--- src/rtl/alarm_timekeeper.sv ---
`default_nettype none
// ============================================================================
// Module   : alarm_timekeeper
// Purpose  : 1 Hz time-of-day counter, settable alarm and ring/snooze FSM
//            feeding hh/mm to the 7-segment display stage.
// Revision : 1.0 - initial release
// ============================================================================
module alarm_timekeeper #(
    parameter int TICK_DIV   = 100_000_000,
    parameter int SNOOZE_MIN = 5,
    parameter int RING_SEC   = 60
) (
    input  logic       CLK,
    input  logic       RST,
    input  logic       set_time,
    input  logic       set_alarm,
    input  logic       inc_hr,
    input  logic       inc_min,
    input  logic       alarm_en,
    input  logic       snooze,
    input  logic       stop,
    output logic [5:0] Bit1,
    output logic [5:0] Bit0,
    output logic [5:0] sec_out,
    output logic       sec_tick,
    output logic       alarm_on
);

    localparam int              PW            = $clog2(TICK_DIV);
    localparam logic [PW-1:0]   c_presc_max   = PW'(TICK_DIV - 1);
    localparam logic [11:0]     c_snooze_load = 12'(SNOOZE_MIN * 60);
    localparam logic [7:0]      c_ring_last   = 8'(RING_SEC - 1);

    typedef enum logic [1:0] {
        S_IDLE    = 2'd0,
        S_RINGING = 2'd1,
        S_SNOOZE  = 2'd2
    } state_t;

    state_t        state_q, state_d;
    logic [PW-1:0] presc_q, presc_d;
    logic [5:0]    hh_q, hh_d, mm_q, mm_d, ss_q, ss_d;
    logic [5:0]    al_hh_q, al_hh_d, al_mm_q, al_mm_d;
    logic [7:0]    ring_q, ring_d;
    logic [11:0]   snz_q, snz_d;
    logic [5:0]    bit1_q, bit1_d, bit0_q, bit0_d;
    logic          tick_q, tick_d, alarm_on_q, alarm_on_d;

    logic w_alarm_mode, w_run, w_tick, w_match;

    assign w_alarm_mode = !set_time && set_alarm;
    assign w_run        = !set_time && !set_alarm;
    // Time keeps running while the alarm is being edited; only time-set freezes it.
    assign w_tick       = !set_time && (presc_q == c_presc_max);

    always_comb begin
        presc_d = presc_q;
        hh_d    = hh_q;
        mm_d    = mm_q;
        ss_d    = ss_q;
        al_hh_d = al_hh_q;
        al_mm_d = al_mm_q;

        if (set_time || w_tick) presc_d = '0;
        else                    presc_d = presc_q + PW'(1);

        if (set_time) begin
            ss_d = 6'd0;
            if (inc_hr)  hh_d = (hh_q == 6'd23) ? 6'd0 : hh_q + 6'd1;
            if (inc_min) mm_d = (mm_q == 6'd59) ? 6'd0 : mm_q + 6'd1;
        end else if (w_tick) begin
            if (ss_q == 6'd59) begin
                ss_d = 6'd0;
                if (mm_q == 6'd59) begin
                    mm_d = 6'd0;
                    hh_d = (hh_q == 6'd23) ? 6'd0 : hh_q + 6'd1;
                end else begin
                    mm_d = mm_q + 6'd1;
                end
            end else begin
                ss_d = ss_q + 6'd1;
            end
        end

        if (w_alarm_mode) begin
            if (inc_hr)  al_hh_d = (al_hh_q == 6'd23) ? 6'd0 : al_hh_q + 6'd1;
            if (inc_min) al_mm_d = (al_mm_q == 6'd59) ? 6'd0 : al_mm_q + 6'd1;
        end
    end

    // Match is judged on the post-tick time so ringing starts on the :00 second itself.
    assign w_match = w_tick && (ss_d == 6'd0) && (hh_d == al_hh_q) && (mm_d == al_mm_q);

    always_comb begin
        state_d = state_q;
        ring_d  = ring_q;
        snz_d   = snz_q;
        if (!alarm_en || !w_run) begin
            state_d = S_IDLE;
            ring_d  = 8'd0;
            snz_d   = 12'd0;
        end else begin
            case (state_q)
                S_IDLE: begin
                    if (w_match) begin
                        state_d = S_RINGING;
                        ring_d  = 8'd0;
                    end
                end
                S_RINGING: begin
                    if (stop) begin
                        state_d = S_IDLE;
                        ring_d  = 8'd0;
                    end else if (snooze) begin
                        state_d = S_SNOOZE;
                        snz_d   = c_snooze_load;
                        ring_d  = 8'd0;
                    end else if (w_tick) begin
                        if (ring_q == c_ring_last) begin
                            state_d = S_IDLE;
                            ring_d  = 8'd0;
                        end else begin
                            ring_d = ring_q + 8'd1;
                        end
                    end
                end
                S_SNOOZE: begin
                    if (stop) begin
                        state_d = S_IDLE;
                        snz_d   = 12'd0;
                    end else if (w_tick) begin
                        if (snz_q == 12'd1) begin
                            state_d = S_RINGING;
                            ring_d  = 8'd0;
                            snz_d   = 12'd0;
                        end else begin
                            snz_d = snz_q - 12'd1;
                        end
                    end
                end
                default: begin
                    state_d = S_IDLE;
                    ring_d  = 8'd0;
                    snz_d   = 12'd0;
                end
            endcase
        end

        alarm_on_d = (state_d == S_RINGING);
        tick_d     = w_tick;
        bit1_d     = w_alarm_mode ? al_hh_q : hh_q;
        bit0_d     = w_alarm_mode ? al_mm_q : mm_q;
    end

    always_ff @(posedge CLK or posedge RST) begin
        if (RST) begin
            state_q    <= S_IDLE;
            presc_q    <= '0;
            hh_q       <= 6'd0;
            mm_q       <= 6'd0;
            ss_q       <= 6'd0;
            al_hh_q    <= 6'd7;
            al_mm_q    <= 6'd0;
            ring_q     <= 8'd0;
            snz_q      <= 12'd0;
            bit1_q     <= 6'd0;
            bit0_q     <= 6'd0;
            tick_q     <= 1'b0;
            alarm_on_q <= 1'b0;
        end else begin
            state_q    <= state_d;
            presc_q    <= presc_d;
            hh_q       <= hh_d;
            mm_q       <= mm_d;
            ss_q       <= ss_d;
            al_hh_q    <= al_hh_d;
            al_mm_q    <= al_mm_d;
            ring_q     <= ring_d;
            snz_q      <= snz_d;
            bit1_q     <= bit1_d;
            bit0_q     <= bit0_d;
            tick_q     <= tick_d;
            alarm_on_q <= alarm_on_d;
        end
    end

    assign Bit1     = bit1_q;
    assign Bit0     = bit0_q;
    assign sec_out  = ss_q;
    assign sec_tick = tick_q;
    assign alarm_on = alarm_on_q;

endmodule
`default_nettype wire

--- config.mk ---
export PLATFORM = sky130hd
export DESIGN_NAME = alarm_timekeeper
export DESIGN_NICKNAME = d
export VERILOG_FILES = /design/src/rtl/alarm_timekeeper.sv
export SDC_FILE = /design/constraint.sdc
export NUM_CORES = 1
export LEC_CHECK = 0
export BUFFER_PORTS_ARGS = -buffer_cell sky130_fd_sc_hd__buf_4
export CORE_ASPECT_RATIO = 1.25
export CORE_MARGIN = 10
export CORE_UTILIZATION = 50
export DETAILED_ROUTE_END_ITERATION = 10
export PLACE_DENSITY = 0.68
export SETUP_SLACK_MARGIN = 0.05
export SYNTH_ARGS = -nofsm -noshare
export SYNTH_HDL_FRONTEND = slang
export SYNTH_SLANG_ARGS = --single-unit
--- constraint.sdc ---
create_clock -name CLK -period 10.8 [get_ports CLK]
set_input_delay 1.62 -clock CLK [delete_from_list [all_inputs] [get_ports CLK]]
set_output_delay 1.62 -clock CLK [all_outputs]
set_load 0.05 [all_outputs]
* Word-level counts from Yosys, hierarchy flattened
Cells that the tools add are included.
** Storage, ports and cells
- Bits in registers :: 93
- Bits in latches :: 0
- RAM bits :: 0
- Bits in read-only memories :: 0
- Bits of input ports :: 9
- Output and inout port bits :: 20
- Logic and storage cells :: 107
- Memories :: 0
** Cells by class
- Add/subtract/negate cells :: 8
- Multipliers :: 0
- Divide/modulo/power cells :: 0
- Magnitude comparators :: 0
- Equality and inequality tests :: 22
- Shift operators :: 0
- Mux-type cells :: 46
- Bitwise gates (word level) :: 0
- Reductions and logical operators :: 18
** Operators with widths (number)
- $mux W6 :: 18
- $mux W12 :: 6
- $mux W8 :: 9
- $pmux W12 S3 :: 1
- $add A6 B1 Y6 const B :: 5
- $add A27 B1 Y27 const B :: 1
- $eq A27 B27 Y1 const B :: 1
- $mux W27 :: 1
- $pmux W8 S3 :: 1
- $eq A6 B6 Y1 const B :: 3
- $mux W2 :: 9
- $ne A3 B3 Y1 const B :: 6
- $eq A12 B1 Y1 const B :: 1
- $eq A6 B5 Y1 const B :: 2
- $eq A6 B6 Y1 :: 2
- $sub A12 B1 Y12 const B :: 1
- $add A8 B1 Y8 const B :: 1
- $eq A8 B6 Y1 const B :: 1
- $logic_and A1 B1 Y1 :: 6
- $logic_not A6 Y1 :: 1
- $pmux W2 S3 :: 1
- $ne A5 B5 Y1 const B :: 1
- $reduce_and A5 Y1 :: 1
- $eq A2 B1 Y1 const B :: 2
- 8 further kinds :: 13

* Depth between registers and ports, before layout
- Depth after elaboration :: 13
- Gate-level depth with buffers :: 12
- Depth with buffers taken out :: 11

* Worst setup path before layout
Ideal clock, no wire load.
- Path kind :: input-to-reg
- Start :: in set_time
- End :: reg ring_q[4]
- Setup time :: 0.104 ns
- Arrival time :: 3.671 ns
- Data required time :: 10.696 ns
- Path slack :: 7.025 ns
- Stages :: 11
- Buffers on the path :: 1
- Cells stage by stage :: clkbuf_1 > and2_1 > nand2_1 > o31ai_4 > mux2_2 > xnor2_1 > nand2_1 > nor4_4 > a211oi_1 > o21ai_1 > o41ai_2
** On the way
- Elaborated cells between the ends (all ways) :: 24
- Those cells by class :: 7 x eq/ne; 7 x mux; 10 x reduce/logical
** RTL lines
- start, declared :: RTL line 15 : input logic set_time,
- $logic_not A1 Y1 :: RTL line 54 : assign w_tick = !set_time && (presc_q == c_presc_max);
- $logic_and A1 B1 Y1 :: RTL line 54
- $mux W6 :: RTL line 71 : end else if (w_tick) begin
- $mux W6 * :: RTL line 67 : if (set_time) begin
- via mm_d[2] :: RTL line 42 : logic [5:0] hh_q, hh_d, mm_q, mm_d, ss_q, ss_d;
- $eq A6 B6 Y1 * :: RTL line 92 : assign w_match = w_tick && (ss_d == 6'd0) && (hh_d == al_hh_q) && (mm_d == al_mm_q);
- $logic_and A1 B1 Y1 * :: RTL line 92
- $ne A3 B3 Y1 (no source line) *
- $reduce_and A5 Y1 (no source line) *
- end signal, assigned :: RTL line 178 : ring_q <= ring_d;
- end, declared :: RTL line 44 : logic [7:0] ring_q, ring_d;
Mark *: on every way through the listed nets, which the timed path passes. The rest lies on a longest branch.
A chain may end at the register's enable or synchronous reset.

* Worst setup path after layout
- Start :: in set_time
- End :: reg ring_q[6]
Same word-level chain as after synthesis.

==> impl_metrics.tcl <==
set metrics [dict create \
    coreArea_um2 10700 \
    syn_area_per_cell_um2 9.06 \
    yosysWarnings 0 \
    diodes 0 \
    synth.most_common_cell "dfrtp_1" \
    startpoint_type "primary input" \
    die_h_um 137 \
    synth_cell_type_count 69 \
    cp_max_fo 21 \
    tritoncts "yes" \
    yosysTopAreaCell "dfrtp_1" \
    vdd_ir_drop_max_uv 72.1 \
    p_leak_nw 2.56 \
    fp.dieW_um 114 \
    clockBufferDepth 2 \
    grt_max_degree 63 \
    seq_area_frac_synth_pct 42.5 \
    cp.arrival_ns 4.12 \
    synthCells 605 \
    start_util_pct 51.4 \
    dp_hpwl_um 9080 \
    clkSinkCount 93 \
    dr.pass1.iters 5 \
    num-fill-cells 969 \
    drtAntennaViolNets 0 \
    drc 0 \
    root_buffer "clkbuf_16" \
    hold_path_class "reg2reg" \
    rsz0062_at_grt "false" \
    via_per_inst 5.98 \
    final_cells 759 \
    netlist_area_um2 5480 \
    powerDensity_nw_per_um2 173 \
    cp.required_ns 11.05 \
    ys.flop_type "dfrtp_1" \
    fin_crit_sh_pct 35.8 \
    grt_pass1_wl_um 21300 \
    io_buffers 28 \
    tightest_slew_ns 0.995 \
    slew_violations 0 \
    synth_top_area_share_pct 41.1 \
    fin_crit_ns 3.87 \
    ios 29 \
    ys_seq_elements 93 \
    slew_headroom_pct 33.1 \
    gp_congestion 0.904 \
    row_count 42 \
    nNetsFinal 644 \
    track_usage_pct 16.5 \
    area_delta_synth_final_pct 10.8 \
    clock_latency_ns 0.35 \
    timing.fmax_mhz 259 \
    synth-edff-count 0 \
    cp-end-kind "register" \
    antenna_found_initial 0 \
    tns_ns 0 \
    final-setup-viol-count 0 \
    status "complete, no violations" \
    cts_buffers 9 \
    placedCellCount 743 \
    async_reset_ff_share_pct 100 \
    cts_resized 0 \
    ys_top_cells_by_count "dfrtp_1 (90), nor2_1 (66), nand2_1 (62), o21ai_0 (42), nand3_1 (34)" \
    hold_viol 0 \
    drt-initial-drc-count 330 \
    syn_nets 627 \
    synthTopCellsByArea "dfrtp_1 (41%), nor2_1 (4.5%), nand2_1 (4.2%)" \
    critPathKind "in2reg" \
    grt_pass1_vias 4474 \
    cts.clk_slew.worst_paths_ns 0.07 \
    avgRoutedWirePerCell_um 16.4 \
    via_count 4540 \
    clock_tree.htree_level_count 3 \
    routed_wl_um 12500 \
    hold_buffers 0 \
    maxCapViolCount 0 \
    skew_ns 0.00853 \
    cts_setup_buffers 0 \
    die_area_um2 15600 \
    drive_gt1_share_pct 13.1 \
    grt-ovfl-total 0 \
]
registers in the layout (all words and copies together) (netlist names):
| name | flops |
|---|---|
| al_mm_q | 6 |
| hh_q | 6 |
| snz_q | 12 |
| state_q | 2 |
| sec_out | 6 |
| ring_q | 8 |
| Bit1 | 6 |
| alarm_on | 1 |
| Bit0 | 6 |
| al_hh_q | 6 |
| presc_q | 27 |
| sec_tick | 1 |
| mm_q | 6 |
critical path, cell delays in order:
cell      delay [ns]
buf_4           0.19
inv_1           0.15
nand4_1         0.15
o31ai_4         0.27
mux2_2          0.40
xnor2_1         0.14
nand2_1         0.12
nor4_4          0.05
a211oi_1        0.72
o21ai_1         0.21
o41ai_2         0.08
cell families (layout without fill, tap and decap cells):
family          Yosys count  after routing  synth area share [%]
compound gates          136            136                  16.3
xor+xnor                 36             36                  6.16
simple gates            267            267                  25.5
fa+ha+maj                13             13                  2.97
mux                      17             17                  3.51
flops                    93             93                  42.5
buf+inv                  43             65                  3.08
power by group:
part | switching (mW) | internal, mW
registers | 0.0691 | 0.399
clock network | 0.133 | 0.186
logic | 0.159 | 0.107
total | 0.361 | 0.692
area by class of cell:
cell class	instances	area, µm²	area share [%]
multi-input combinational	469	2980	49.1
sequential	93	2330	38.4
clock buffer	13	250	4.12
timing repair buffer	30	225	3.71
tap	132	165	2.72
inverter	19	73.8	1.22
clock inverter	3	45.0	0.742
path summary, 6_finish.rpt:
check | startpoint | end | slack [ns] | cells after the start
min | snz_q[11] | snz_q[11] | 0.50 | 1
max reg2reg | presc_q[9] | ring_q[6] | 6.94 | 10
min reg2reg | snz_q[11] | snz_q[11] | 0.50 | 1
max | set_time | ring_q[6] | 6.93 | 11
max in group asynchronous | RST | Bit0[4] | 8.40 | 3
min in group asynchronous | RST | snz_q[0] | 1.27 | 2
per-stage QoR:
step / instance area, µm² / setup slack [ns] / util, % / hold WS, ns / power, mW
5_1_grt: 6070 / 6.67 / 56.9 / 0.527 / 1.10
6_report: 6070 / 6.93 / 56.9 / 0.496 / 1.05
2_1_floorplan: 5480 / 6.76 / - / 0.446 / 0.666
4_1_cts: 6070 / 6.97 / 56.9 / 0.496 / 1.06
3_3_place_gp: 5780 / 6.71 / 54.2 / 0.469 / 0.736
3_5_place_dp: 5780 / 6.59 / 54.2 / 0.490 / 0.740
metal layers:
metal / up-vias / global-route usage, % / part of all wire (%)
li1: 2225 / - / -
met1: 2185 / 20.2 / 44
met2: 106 / 27.3 / 50
met3: 24 / 2.85 / 4.2
met4: 0 / 8.05 / 2.6
met5: - / 0 / 0
placed cells by master (no fill, tap or decap), types with 17 or more instances in the layout:
master    n
a21oi_1  26
buf_4    30
dfrtp_1  90
inv_1    18
nand2_1  62
nand3_1  34
nand4_1  17
nor2_1   66
o21ai_0  42
xnor2_1  18
No activity file was read; power rests on OpenSTA's default activity.
